[config.mk]
export PLATFORM = sky130hd
export DESIGN_NAME = colour_heading_tracker
export DESIGN_NICKNAME = d
export VERILOG_FILES = /design/src/rtl/colour_heading_tracker.sv
export SDC_FILE = /design/constraint.sdc
export NUM_CORES = 1
export LEC_CHECK = 0
export ABC_AREA = 1
export BUFFER_PORTS_ARGS = -buffer_cell sky130_fd_sc_hd__clkbuf_2
export CORE_MARGIN = 4
export CORE_UTILIZATION = 35
export CTS_BUF_LIST = sky130_fd_sc_hd__clkbuf_4
export CTS_CLUSTER_SIZE = 12
export DETAILED_ROUTE_END_ITERATION = 8
export SLEW_MARGIN = 20
export SYNTH_ARGS = -nofsm -noshare
export SYNTH_HDL_FRONTEND = slang
export SYNTH_SLANG_ARGS = --single-unit
[constraint.sdc]
create_clock -name clk -period 4.31 [get_ports clk]
set_input_delay 0.431 -clock clk [delete_from_list [all_inputs] [get_ports clk]]
set_output_delay 0.431 -clock clk [all_outputs]
set_load 0.02 [all_outputs]
[src/rtl/colour_heading_tracker.sv]
// Colour-blob heading estimator: per-frame column centroid -> heading.
// Optional heading smoothing when HEADING_SMOOTH_EN is defined.
module colour_heading_tracker #(
  parameter int IMAGE_WIDTH  = 320,
  parameter int IMAGE_HEIGHT = 240,
  parameter int CH_BITS      = 4,
  parameter int FOV          = 25,
  parameter int MIN_PIXELS   = 1000,
  parameter int CNT_BITS     = $clog2(IMAGE_WIDTH*IMAGE_HEIGHT+1),
  parameter int HEAD_BITS    = $clog2(FOV+1)
) (
  input  logic                 clk,
  input  logic                 rst,
  input  logic                 pix_valid,
  input  logic                 pix_sof,
  input  logic [3*CH_BITS-1:0] pix_data,
  input  logic [1:0]           target_sel,
  input  logic [CH_BITS-1:0]   threshold,
  output logic [HEAD_BITS-1:0] heading,
  output logic                 no_target,
  output logic [CNT_BITS-1:0]  pixel_count,
  output logic                 result_valid,
  output logic                 busy
);

  localparam int COL_BITS =
    (IMAGE_WIDTH > 1) ? $clog2(IMAGE_WIDTH) : 1;
  localparam int ROW_BITS =
    (IMAGE_HEIGHT > 1) ? $clog2(IMAGE_HEIGHT) : 1;
  localparam int SUM_MAX =
    IMAGE_HEIGHT * ((IMAGE_WIDTH * (IMAGE_WIDTH-1)) / 2);
  localparam int SUM_BITS =
    (SUM_MAX > 1) ? $clog2(SUM_MAX+1) : 1;
  localparam int NUM_BITS =
    (FOV*SUM_MAX > 1) ? $clog2(FOV*SUM_MAX+1) : 2;
  localparam int DEN_BITS  = CNT_BITS + COL_BITS;
  localparam int ITER_BITS = $clog2(NUM_BITS+1);

  localparam logic [COL_BITS-1:0] COL_LAST =
    COL_BITS'(IMAGE_WIDTH-1);
  localparam logic [ROW_BITS-1:0] ROW_LAST =
    ROW_BITS'(IMAGE_HEIGHT-1);
  localparam logic [NUM_BITS-1:0] FOV_N  = NUM_BITS'(FOV);
  localparam logic [DEN_BITS-1:0] WM1_D  = DEN_BITS'(IMAGE_WIDTH-1);
  localparam logic [CNT_BITS-1:0] MIN_C  = CNT_BITS'(MIN_PIXELS);
  localparam logic [HEAD_BITS-1:0] FOV_H = HEAD_BITS'(FOV);

  typedef enum logic {A_IDLE, A_ACCUM} acc_state_t;
  typedef enum logic [1:0] {D_IDLE, D_RUN, D_DONE} div_state_t;

  // ---------------- colour match ----------------
  logic [CH_BITS-1:0] ch_r, ch_g, ch_b;
  logic [CH_BITS-1:0] t_ch, o1_ch, o2_ch;
  logic [CH_BITS:0]   margin;
  logic               is_match;

  assign ch_r = pix_data[3*CH_BITS-1 -: CH_BITS];
  assign ch_g = pix_data[2*CH_BITS-1 -: CH_BITS];
  assign ch_b = pix_data[CH_BITS-1:0];

  // Route the selected channel to T, the other two to O1/O2
  always_comb begin
    t_ch  = ch_r;
    o1_ch = ch_g;
    o2_ch = ch_b;
    unique case (1'b1)
      (target_sel == 2'd1): begin
        t_ch  = ch_g;
        o1_ch = ch_r;
        o2_ch = ch_b;
      end
      (target_sel == 2'd2): begin
        t_ch  = ch_b;
        o1_ch = ch_r;
        o2_ch = ch_g;
      end
      default: begin
        t_ch  = ch_r;
        o1_ch = ch_g;
        o2_ch = ch_b;
      end
    endcase
  end

  assign margin   = {1'b0, t_ch} - {1'b0, threshold};
  assign is_match = (t_ch > threshold)
                 && ({1'b0, o1_ch} < margin)
                 && ({1'b0, o2_ch} < margin);

  // ---------------- position ----------------
  logic [COL_BITS-1:0] col, beat_col;
  logic [ROW_BITS-1:0] row, beat_row;
  logic                col_last, row_last;

  assign beat_col = pix_sof ? '0 : col;
  assign beat_row = pix_sof ? '0 : row;
  assign col_last = (beat_col == COL_LAST);
  assign row_last = (beat_row == ROW_LAST);

  // Column/row of the next beat; sof forces the current beat to (0,0)
  always_ff @(posedge clk) begin
    if (rst) begin
      col <= '0;
      row <= '0;
    end else if (pix_valid) begin
      if (col_last) begin
        col <= '0;
        row <= row_last ? '0 : beat_row + 1'b1;
      end else begin
        col <= beat_col + 1'b1;
        row <= beat_row;
      end
    end
  end

  // ---------------- accumulation ----------------
  acc_state_t          acc_state, acc_next;
  logic [SUM_BITS-1:0] sum, sum_next;
  logic [CNT_BITS-1:0] cnt, cnt_next;
  logic                frame_start, in_frame, frame_end;

  assign frame_start = pix_valid & pix_sof;
  assign in_frame    = pix_valid
                     & (pix_sof | (acc_state == A_ACCUM));
  assign frame_end   = in_frame & col_last & row_last;

  assign sum_next = (frame_start ? '0 : sum)
                  + (is_match ? SUM_BITS'(beat_col) : '0);
  assign cnt_next = (frame_start ? '0 : cnt)
                  + CNT_BITS'(is_match);

  // Accumulator state register
  always_ff @(posedge clk) begin
    if (rst) acc_state <= A_IDLE;
    else     acc_state <= acc_next;
  end

  // Enter ACCUM on sof, leave after the last beat
  always_comb begin
    acc_next = acc_state;
    if (frame_end)        acc_next = A_IDLE;
    else if (frame_start) acc_next = A_ACCUM;
  end

  // Running column sum and match count for the current frame
  always_ff @(posedge clk) begin
    if (rst) begin
      sum <= '0;
      cnt <= '0;
    end else if (in_frame) begin
      sum <= sum_next;
      cnt <= cnt_next;
    end
  end

  // Snapshot of the completed frame, handed to the divider
  logic                snap_v;
  logic [SUM_BITS-1:0] snap_sum;
  logic [CNT_BITS-1:0] snap_cnt;

  always_ff @(posedge clk) begin
    if (rst) begin
      snap_v   <= 1'b0;
      snap_sum <= '0;
      snap_cnt <= '0;
    end else begin
      snap_v <= frame_end;
      if (frame_end) begin
        snap_sum <= sum_next;
        snap_cnt <= cnt_next;
      end
    end
  end

  // ---------------- divider ----------------
  div_state_t           d_state, d_next;
  logic [NUM_BITS-1:0]  num, quo;
  logic [DEN_BITS-1:0]  den, rem, rem_next;
  logic [DEN_BITS:0]    rem_sh;
  logic [ITER_BITS-1:0] iter;
  logic [CNT_BITS-1:0]  res_cnt;
  logic                 q_bit, enough, short_res, div_start;
  logic [HEAD_BITS-1:0] q_head;

  assign enough    = (snap_cnt >= MIN_C);
  assign div_start = snap_v & enough & (d_state == D_IDLE);
  assign short_res = snap_v & ~enough & (d_state == D_IDLE);

  assign rem_sh   = {rem, num[NUM_BITS-1]};
  assign q_bit    = (rem_sh >= {1'b0, den});
  assign rem_next = q_bit ? DEN_BITS'(rem_sh - {1'b0, den})
                          : rem_sh[DEN_BITS-1:0];

  assign q_head = (quo > FOV_N) ? FOV_H : quo[HEAD_BITS-1:0];
  assign busy   = (d_state == D_RUN);

  // Divider state register
  always_ff @(posedge clk) begin
    if (rst) d_state <= D_IDLE;
    else     d_state <= d_next;
  end

  // Snapshots arriving outside D_IDLE are dropped
  always_comb begin
    d_next = d_state;
    case (d_state)
      D_IDLE: if (div_start) d_next = D_RUN;
      D_RUN:  if (iter == ITER_BITS'(1)) d_next = D_DONE;
      D_DONE: d_next = D_IDLE;
      default: d_next = D_IDLE;
    endcase
  end

  // Restoring divide of FOV*sum by cnt*(W-1), MSB first
  always_ff @(posedge clk) begin
    if (rst) begin
      num     <= '0;
      den     <= '0;
      rem     <= '0;
      quo     <= '0;
      iter    <= '0;
      res_cnt <= '0;
    end else if (div_start) begin
      num     <= NUM_BITS'(snap_sum) * FOV_N;
      den     <= DEN_BITS'(snap_cnt) * WM1_D;
      rem     <= '0;
      quo     <= '0;
      iter    <= ITER_BITS'(NUM_BITS);
      res_cnt <= snap_cnt;
    end else if (d_state == D_RUN) begin
      num  <= num << 1;
      rem  <= rem_next;
      quo  <= {quo[NUM_BITS-2:0], q_bit};
      iter <= iter - 1'b1;
    end
  end

  // ---------------- results ----------------
`ifdef HEADING_SMOOTH_EN
  logic               have_prev;
  logic [HEAD_BITS:0] avg_sum;

  assign avg_sum = {1'b0, heading} + {1'b0, q_head};

  // Averaged heading; reloads after reset or a lost target
  always_ff @(posedge clk) begin
    if (rst) begin
      heading      <= '0;
      no_target    <= 1'b1;
      pixel_count  <= '0;
      result_valid <= 1'b0;
      have_prev    <= 1'b0;
    end else begin
      result_valid <= 1'b0;
      if (short_res) begin
        no_target    <= 1'b1;
        pixel_count  <= snap_cnt;
        result_valid <= 1'b1;
        have_prev    <= 1'b0;
      end else if (d_state == D_DONE) begin
        heading      <= have_prev ? avg_sum[HEAD_BITS:1]
                                  : q_head;
        no_target    <= 1'b0;
        pixel_count  <= res_cnt;
        result_valid <= 1'b1;
        have_prev    <= 1'b1;
      end
    end
  end
`else
  // Publish either the short no-target result or the quotient
  always_ff @(posedge clk) begin
    if (rst) begin
      heading      <= '0;
      no_target    <= 1'b1;
      pixel_count  <= '0;
      result_valid <= 1'b0;
    end else begin
      result_valid <= 1'b0;
      if (short_res) begin
        no_target    <= 1'b1;
        pixel_count  <= snap_cnt;
        result_valid <= 1'b1;
      end else if (d_state == D_DONE) begin
        heading      <= q_head;
        no_target    <= 1'b0;
        pixel_count  <= res_cnt;
        result_valid <= 1'b1;
      end
    end
  end
`endif

endmodule

==> results of run 1 <==
## synth_stat cells, types with 8 or more instances
cell type  number  share of area, %
dfxtp_1       258                25
nor3_1         26              0.64
nand2_1       699                13
nor2_2         11              0.34
xor2_1         41               1.8
ha_1          195                12
o21ai_1        12              0.29
or2_2           8              0.25
a211oi_1       28               1.0
nand3_1       158               3.9
a21oi_1       195               4.8
nor2_1        259               4.8
o211ai_1       17              0.63
o22ai_1        10              0.31
buf_1          10              0.18
clkbuf_1       57               1.0
a31oi_1        28              0.86
a21o_1         10              0.37
o21ai_0       171               4.2
o21bai_1       18              0.66
nand4_1        38               1.2
xnor2_1        19              0.82
buf_2          14              0.34
inv_2          12              0.22
inv_1         567                10
fa_1           81               8.0
## cells by family (layout without fill, tap and decap cells)
group	Yosys count	in the layout	share of synthesized area (%)
flip-flops	258	258	25.3
buffers and inverters	671	859	12.8
adder cells (fa/ha/maj)	276	276	19.9
AND/OR/NAND/NOR	1239	1239	25.7
other	0	2	0
XOR/XNOR	60	60	2.58
AO/OA/AOI/OAI	503	503	13.7
## final timing paths
kind                     start      endpoint  cells after the start
setup reg to reg  snap_cnt[14]       den[21]                     15
hold reg to reg        quo[21]       quo[22]                      2
setup / recovery  snap_cnt[14]       den[21]                     15
hold / removal             rst  result_valid                      2
## per-stage QoR
step | instance area, um^2 | setup WS, ns | hold slack, ns
detailed placement | 21900 | -0.248 | 0.454
finish | 23100 | 0.206 | 0.240
CTS | 22900 | 0.0306 | 0.157
global placement | 21900 | -0.188 | 0.450
global route | 23100 | -0.0295 | 0.181
floorplan | 20400 | 0.0288 | 0.435
## area by class of cell
| type | count | share of cell area, % |
|---|---|---|
| clock inverters | 22 | 0.640 |
| well taps | 765 | 4.15 |
| multi-input cells | 2078 | 55.4 |
| flip-flops and latches | 258 | 22.4 |
| diodes | 2 | 0.0217 |
| inverters | 580 | 9.44 |
| clock buffers | 109 | 3.55 |
| repair buffers | 148 | 4.38 |
## routing by layer
metal	GRT usage (%)	share of wire [%]
met3	3.36	4.4
met2	29.9	47
met4	5.34	2.5
met5	0	0
met1	22.6	47
## what timing repair did
action                                  CTS  global route
gates resized for setup                   1            39
hold buffers                              1             0
endpoints found under the hold margin     1             0
endpoints found under the setup margin    2            13
buffers inserted                          0             2
pin swaps                                 0             3
## report_power, final
part | total (mW) | switching, mW | internal, mW
combinational | 0.399 | 0.252 | 0.146
sequential | 2.43 | 0.0190 | 2.42
clock | 2.43 | 1.15 | 1.28
## sequential cells by signal (all words and copies together), names as in the netlist, 2 cells and up
signal and flops:
num 29, quo 29, den 26, rem 26, snap_sum 24, sum 24
cnt 17, pixel_count 17, snap_cnt 17, res_cnt 16, col 9, row 8
heading 5, iter 5, d_state 2
## critical path: stages (launching register included)
cell and delay [ns]:
dfxtp_2 0.38, fa_1 0.57, inv_1 0.07, fa_1 0.53, inv_1 0.05, fa_1 0.46, fa_1 0.49, ha_1 0.35
a21oi_1 0.24, o21ai_0 0.17, a21oi_1 0.20, nand3_1 0.13, nand2_1 0.08, nand3_1 0.09, o211ai_1 0.13, inv_1 0.05
==> qor.csv, run 1 <==
metric,value,unit
Finished Layout Cells,3962,
share of layout cells above drive strength 1,11.1,%
DR DRC count,0,
WL per Instance,13.7,um
vias in the first global route,18800,
footprint of the multi-input gates,12800,um^2
ys flop type,dfxtp_1,
total negative slack,0,ns
I/O pin total,47,
Mapped Area,20400,um^2
GRT Util Overall,17.5,%
kind of critical path,flop to flop,
"commonest non-fill, non-tap cell in the layout",nand2_1,
syn_area_per_cell,6.78,um^2
root buffer cell,clkbuf_4,
PwrDens,228,nW/um^2
Fill cells,6308,
Hold Fails Final Rpt,0,
gpl congestion,0.924,
Final Skew,0.0771,ns
via count,18900,
FP Rows,88,
die width,249,um
grt ovf,0,
CTS sink count,258,
Hold/Removal Path Class,primary input to flop,
global-route wire length before repair,91600,um
standard cell core area,57700,um^2
peak fanout along the critical path,6,
post-layout util,40.0,%
Lkg Pwr,11.5,nW
hpwl dp,41000,um
worst skew pair latency,0.83,ns
# setup viols final,0,
Syn Inst Count,3007,
Synth async-reset ratio,0,%
worst-case vdd ir drop,0.161,mV
unrepaired setup endpoints after global routing,yes,
DIE AREA,62200,um^2
Tcrit/Tclk final,95.2,%
Area growth syn-to-layout,13.1,%
total placed cells including tap cells,3826,
First-pass DRT Iterations,5,
crit end category,flop,
initial antenna violation count,2,
register area,5170,um^2
drt via density,4.77,
"commonest non-fill, non-tap cells in the layout","nand2_1, inv_1, nor2_1",
I/O Buffers,46,
TritonCTS clock tree,done,
# nets final,3441,
R2R Setup Slk,0.21,ns
Final Max Slew Viols,0,
DRT iter0 DRCs,863,
Cell variety after synth,53,
largest net degree at the start of global routing,89,
Final min period,4.10,ns
H-tree levels,3,
Pwr Total,5.26,mW
"Reg clk slew, reported paths",0.07,ns
max-capacitance violation count,0,
Die Ht,249,um
Worst setup SP type,flop,
initial core utilization,35.3,%
fmax,244,MHz
Synth Net Count,3305,
critical path arrival,4.80,ns
CTS buffer count,77,
"flops & latches, synth",258,
drt total wl,54300,um
worst slew pin tran,1.06,ns
slew margin rel.,29.0,%
"Warnings, synthesis",0,
antenna-violating nets left,0,
status,"complete, no violations",
Post-synth EDFFs,0,
sequential share of the synthesized area,25.3,%
CTS max path bufs,3,
"Req. time, crit path",5.01,ns
Power figures use the tool's default switching activity.
==> run 2: changes to the inputs <==
Settings changed: ABC_AREA 1 to default.
==> qor.csv, run 2 <==
metric,value,unit,change
status,"finished, violations left",,
failing checks,setup timing,,
# nets final,2812,,-18%
global-route wire length before repair,78600,um,-14%
"commonest non-fill, non-tap cells in the layout","nand2_1, dfxtp_1, inv_1",,
fraction of synthesized area in multiplexers,1.82,%,+1.8 points
GRT Util Overall,16.4,%,-1.2 points
Area growth syn-to-layout,19.9,%,
Die Ht,239,um,-4.3%
Synth async-reset ratio,0,%,unchanged
unrepaired setup endpoints after global routing,yes,,
initial core utilization,35.4,%,+0.048 points
CTS buffer count,73,,-5.2%
Worst setup SP type,flop,,
DR DRC count,0,,unchanged
"Req. time, crit path",4.96,ns,-0.05 ns
total negative slack,-1.00,ns,-1.00 ns
CTS max path bufs,3,,unchanged
main combinational cell family by area after synthesis,adder cells,,
kind of critical path,flop to flop,,
logic gate share of total power,5.9,%,-1.7 points
via count,16400,,-13%
Hold Fails Final Rpt,0,,unchanged
PwrDens,216,nW/um^2,-5.3%
CTS sink count,258,,unchanged
die width,239,um,-4.3%
CP Cell Sequence,"fa_1, inv_2, fa_1, inv_2, ha_4, inv_2, fa_1, inv_2, ha_4, a211oi_4, o211ai_1, a41oi_2, nor2b_1, o21bai_1, a221o_1, a31oi_4, xor2_1, o22ai_1",,
standard cell core area,52700,um^2,-8.7%
Syn Inst Count,2317,,-23%
Tcrit/Tclk final,104,%,+8.7 points
"Design Area, Final",22300,um^2,-3.1%
antenna-violating nets left,0,,unchanged
adder-cell share of the synthesized area,21.9,%,+1.9 points
WL per Instance,14.5,um,+6.0%
hpwl dp,34100,um,-17%
"most used cell, CP",inv_2,,
Mapped Area,18600,um^2,-8.6%
Simple-Gate Fraction of Synth Area,17.9,%,-7.8 points
compound-cell area share of the yosys netlist,18.8,%,+5.1 points
"area leader, netlist",dfxtp_1,,
root buffer cell,clkbuf_4,,
"flops & latches, synth",258,,unchanged
TritonCTS clock tree,done,,
post-layout util,42.4,%,+2.5 points
Post-synth EDFFs,0,,unchanged
Psw,1.25,mW,-12%
peak fanout along the critical path,2,,-4
Cell variety after synth,82,,+55%
# setup viols final,9,,+9
Hold/Removal Path Class,primary input to flop,,
Clock Power Share,44.7,%,-1.4 points
sequential power share,49.4,%,+3.1 points
First-pass DRT Iterations,5,,unchanged
FP Rows,84,,-4.5%
initial antenna violation count,2,,unchanged
"Reg clk slew, reported paths",0.07,ns,about the same
share of layout cells above drive strength 1,19.1,%,+8.0 points
Top Registers,"num: 29 flops, quo: 29 flops",,
synth cell count leaders,"nand2_1, dfxtp_1, inv_1",,
Lkg Pwr,10.0,nW,-13%
"commonest non-fill, non-tap cell in the layout",nand2_1,,
slew margin rel.,34.6,%,+5.6 points
sequential share of the synthesized area,27.7,%,+2.4 points
"Warnings, synthesis",0,,unchanged
internal power,3.57,mW,-7.0%
I/O pin total,47,,unchanged
largest stage delay on the critical path,0.58,ns,about the same
DRT iter0 DRCs,715,,-17%
crit end category,flop,,
Final Skew,0.0620,ns,-0.0151 ns
most numerous cell in the Yosys netlist,nand2_1,,
hold slack,0.173,ns,-0.0670 ns
gpl congestion,0.855,,-7.4%
H-tree levels,3,,unchanged
Setup WS post-layout,-0.170,ns,-0.376 ns
fmax,223,MHz,-8.4%
Sw Share,25.9,%,-1.0 points
syn_area_per_cell,8.04,um^2,+19%
max-capacitance violation count,0,,unchanged
worst-case vdd ir drop,0.188,mV,+17%
drt via density,5.06,,+5.9%
drt total wl,47200,um,-13%
synth top area cells,"dfxtp_1, ha_1, fa_1",,
worst skew pair latency,0.78,ns,-0.05 ns
Yosys top cell area share,27.7,%,+2.4 points
Final min period,4.48,ns,+0.376 ns
critical path arrival,5.12,ns,+0.32 ns
XOR/XNOR share of the synthesized area,4.47,%,+1.9 points
vias in the first global route,16200,,-14%
Synth Net Count,2615,,-21%
ys flop type,dfxtp_1,,
grt ovf,0,,unchanged
Slowest cell on crit path,fa_1,,
largest net degree at the start of global routing,89,,unchanged
dpl cell area,20700,um^2,-5.5%
I/O Buffers,46,,unchanged
Final Max Slew Viols,0,,unchanged
DIE AREA,57000,um^2,-8.3%
worst slew pin tran,0.981,ns,-0.0830 ns
==> run 2: cell types whose count changed after synthesis, moves of 22 or more <==
cell / change
nor2_1: -98
nand3_1: -124
nand2_1: -312
nor2b_1: +24
clkbuf_1: +23
o21ai_0: -72
nand4_1: -22
a21o_1: +30
a311oi_1: +41
inv_1: -320
xnor2_1: +31
mux2i_1: +26
==> run 2: worst paths after layout <==
kind	slack, ns	startpoint	cells past startpoint	to
worst max-delay path	-0.17	snap_cnt[3]	18	den[23]
worst min-delay path	0.17	pix_valid	4	col[7]
worst min register to register	0.42	num[16]	2	num[17]
worst max register to register	-0.17	snap_cnt[3]	18	den[23]
==> run 2: layer usage <==
metal | wire length, um | vias to the layer above | share of wire (%) | global-route usage, %
met5 | 13 | - | 0.028 | 0
met4 | 955 | 2 | 2.0 | 5.44
met3 | 1830 | 69 | 3.9 | 2.55
met2 | 22000 | 288 | 47 | 27.3
met1 | 22400 | 7751 | 47 | 21.8
li1 | - | 8317 | - | -
==> run 2: repair_timing <==
| item | CTS | global route |
|---|---|---|
| setup buffers | 19 | 17 |
| hold buffers | 1 | 0 |
| setup endpoints to repair | 29 | 45 |
| hold endpoints to repair | 25 | 0 |
| pin swaps | 50 | 80 |
| gates resized for setup | 39 | 85 |
==> run 2: layout make-up <==
type / instances / area, um^2
inverters: 249 / 945
diodes: 1 / 2.50
repair buffers: 224 / 1660
clock buffers: 95 / 713
multi-input cells: 1708 / 12800
fillers: 5265 / 30300
clock inverters: 26 / 131
well taps: 688 / 861
flip-flops and latches: 258 / 5200
==> run 2: kinds of logic (layout without fill, tap and decap cells) <==
kind of cell             count (synthesis)  in the layout
AND/OR/NAND/NOR                        753            753
AO/OA/AOI/OAI                          550            550
buffers and inverters                  351            594
adder cells (fa/ha/maj)                277            277
flip-flops                             258            258
XOR/XNOR                                95             95
multiplexers                            33             33
other                                    0              1
==> run 2: critical path, delay by kind of cell, from the launching register on <==
kind	cells	cell delay [ns]
compound gates	7	1.40
xor+xnor	1	0.17
fa+ha+maj	5	2.10
buf+inv	4	0.19
flops	1	0.35
simple gates	1	0.16
==> run 2: through the flow <==
stage | worst slack, ns | power, mW | cells
floorplan | -0.722 | 2.63 | 2317
global route | -0.333 | 5.07 | 3249
detailed placement | -1.09 | 2.71 | 3096
global placement | -0.941 | 2.71 | 3096
CTS | -0.150 | 4.92 | 3236
finish | -0.170 | 4.83 | 3249
==> run 2: power by group through the flow <==
stage,clock network (mW),registers (mW),logic [mW]
floorplan,0,2.44,0.184
global placement,0,2.44,0.265
detailed placement,0,2.44,0.271
CTS,2.25,2.39,0.278
global route,2.38,2.38,0.310
finish,2.16,2.39,0.283
==> run 3: changes to the inputs <==
Settings changed: CORE_UTILIZATION 35 to 45.
==> qor.csv, run 3 (synthesis results as in run 2) <==
metric,value,unit,change
status,"finished, violations left",,
failing checks,setup timing,,
share of layout cells above drive strength 1,19.0,%,-0.17 points
Tcrit/Tclk final,103,%,-0.67 points
global-route wire length before repair,78300,um,-0.34%
initial antenna violation count,1,,-1
Worst setup SP type,flop,,
max-capacitance violation count,0,,unchanged
Pwr Total,5.09,mW,+5.4%
register area,5200,um^2,-0.12%
antenna-violating nets left,0,,unchanged
"Req. time, crit path",4.97,ns,about the same
worst skew pair latency,0.76,ns,-0.02 ns
Top Registers,"num: 29 flops, quo: 29 flops",,
via count,16400,,-0.22%
# nets final,2798,,-0.50%
"Reg clk slew, reported paths",0.07,ns,about the same
CTS max path bufs,3,,unchanged
crit end category,flop,,
hpwl dp,33600,um,-1.3%
Hold/Removal Path Class,primary input to flop,,
hold_buf cts,0,,-1
gpl congestion,0.833,,-2.6%
post-layout util,54.1,%,+12 points
TritonCTS clock tree,done,,
I/O Buffers,46,,unchanged
initial core utilization,45.5,%,+10 points
fmax,225,MHz,+0.65%
DIE AREA,44700,um^2,-22%
drt via density,5.31,,+4.9%
grt ovf,0,,unchanged
footprint of the multi-input gates,12800,um^2,-0.12%
slew margin rel.,31.7,%,-3.0 points
total negative slack,-0.714,ns,+0.291 ns
Setup WS post-layout,-0.141,ns,+0.0287 ns
FP Rows,74,,-12%
Final Max Slew Viols,0,,unchanged
root buffer cell,clkbuf_4,,
largest net degree at the start of global routing,85,,-4.5%
kind of critical path,flop to flop,,
PwrDens,230,nW/um^2,+6.4%
"commonest non-fill, non-tap cells in the layout","nand2_1, dfxtp_1, inv_1",,
Lkg Pwr,10.0,nW,+0.27%
I/O pin total,47,,unchanged
standard cell core area,40900,um^2,-22%
vias in the first global route,16100,,-0.71%
unrepaired setup endpoints after global routing,yes,,
worst slew pin tran,1.03,ns,+0.0446 ns
CTS buffer count,76,,+4.1%
# setup viols final,8,,-1
die width,211,um,-11%
H-tree levels,3,,unchanged
Hold Fails Final Rpt,0,,unchanged
CTS sink count,258,,unchanged
worst-case vdd ir drop,0.221,mV,+18%
peak fanout along the critical path,4,,+2
WL per Instance,15.0,um,+3.5%
First-pass DRT Iterations,5,,unchanged
Area growth syn-to-layout,18.8,%,
Final min period,4.45,ns,-0.0287 ns
Die Ht,211,um,-11%
DRT iter0 DRCs,802,,+12%
pre-CTS setup slack,-1.01,ns,+0.0730 ns
Fill cells,3893,,-26%
GRT Util Overall,20.7,%,+4.3 points
"commonest non-fill, non-tap cell in the layout",nand2_1,,
drt total wl,46500,um,-1.6%
DR DRC count,0,,unchanged
Final Skew,0.0568,ns,-0.00521 ns
critical path arrival,5.11,ns,about the same
## run 3: worst paths after layout
kind                             startpoint       to  slack, ns  cells past startpoint
worst max-delay path            snap_cnt[4]  den[24]      -0.14                     18
worst min-delay path                    rst  den[17]       0.11                      2
worst max register to register  snap_cnt[4]  den[24]      -0.14                     18
worst min register to register       cnt[0]   cnt[0]       0.45                      2
## run 3: layout make-up
cell class	count	area share, %
Timing Repair Buffer	207	6.91
Multi-Input combinational cell	1708	57.9
Tap cell	532	3.01
Sequential cell	258	23.5
Inverter	249	4.26
Antenna cell	1	0.0113
Clock buffer	114	3.87
Clock inverter	20	0.599
## run 3: power breakdown
| part | switching, mW | total (mW) | internal, mW |
|---|---|---|---|
| logic | 0.174 | 0.281 | 0.107 |
| registers | 0.00282 | 2.39 | 2.38 |
| clock network | 1.10 | 2.42 | 1.32 |
## run 3: per-stage QoR
step	instance area [um^2]	hold slack (ns)	std cells
final	22100	0.107	3089
after global routing	22100	0.0871	3089
after CTS	21700	0.0137	3079
after detailed placement	20500	0.444	2935
after global placement	20500	0.437	2935
after floorplan	18900	0.432	2317
## run 3: layer usage
metal	global-route usage [%]	up-vias	share of wire, %
met5	0	-	0
met4	5.80	0	1.8
met3	3.35	67	4.4
met2	33.4	323	45
met1	28.9	7716	48
li1	-	8285	-
## run 3: repair_timing
item	4_1_cts	5_1_grt
pin swaps	30	79
resized for setup	29	86
setup endpoints to repair	25	48
setup buffers	10	12
## run 3: worst max-delay path, cell delays in order, from the launching register on
cell,delay [ns]
dfxtp_4,0.36
fa_1,0.58
inv_2,0.05
fa_1,0.54
inv_1,0.05
ha_1,0.27
inv_1,0.05
fa_1,0.52
inv_2,0.05
ha_4,0.24
nor2b_4,0.12
o21a_1,0.20
o21ai_2,0.17
a211oi_2,0.12
a311oi_2,0.27
o21a_1,0.20
o21ai_2,0.08
or4_1,0.40
a31oi_1,0.13
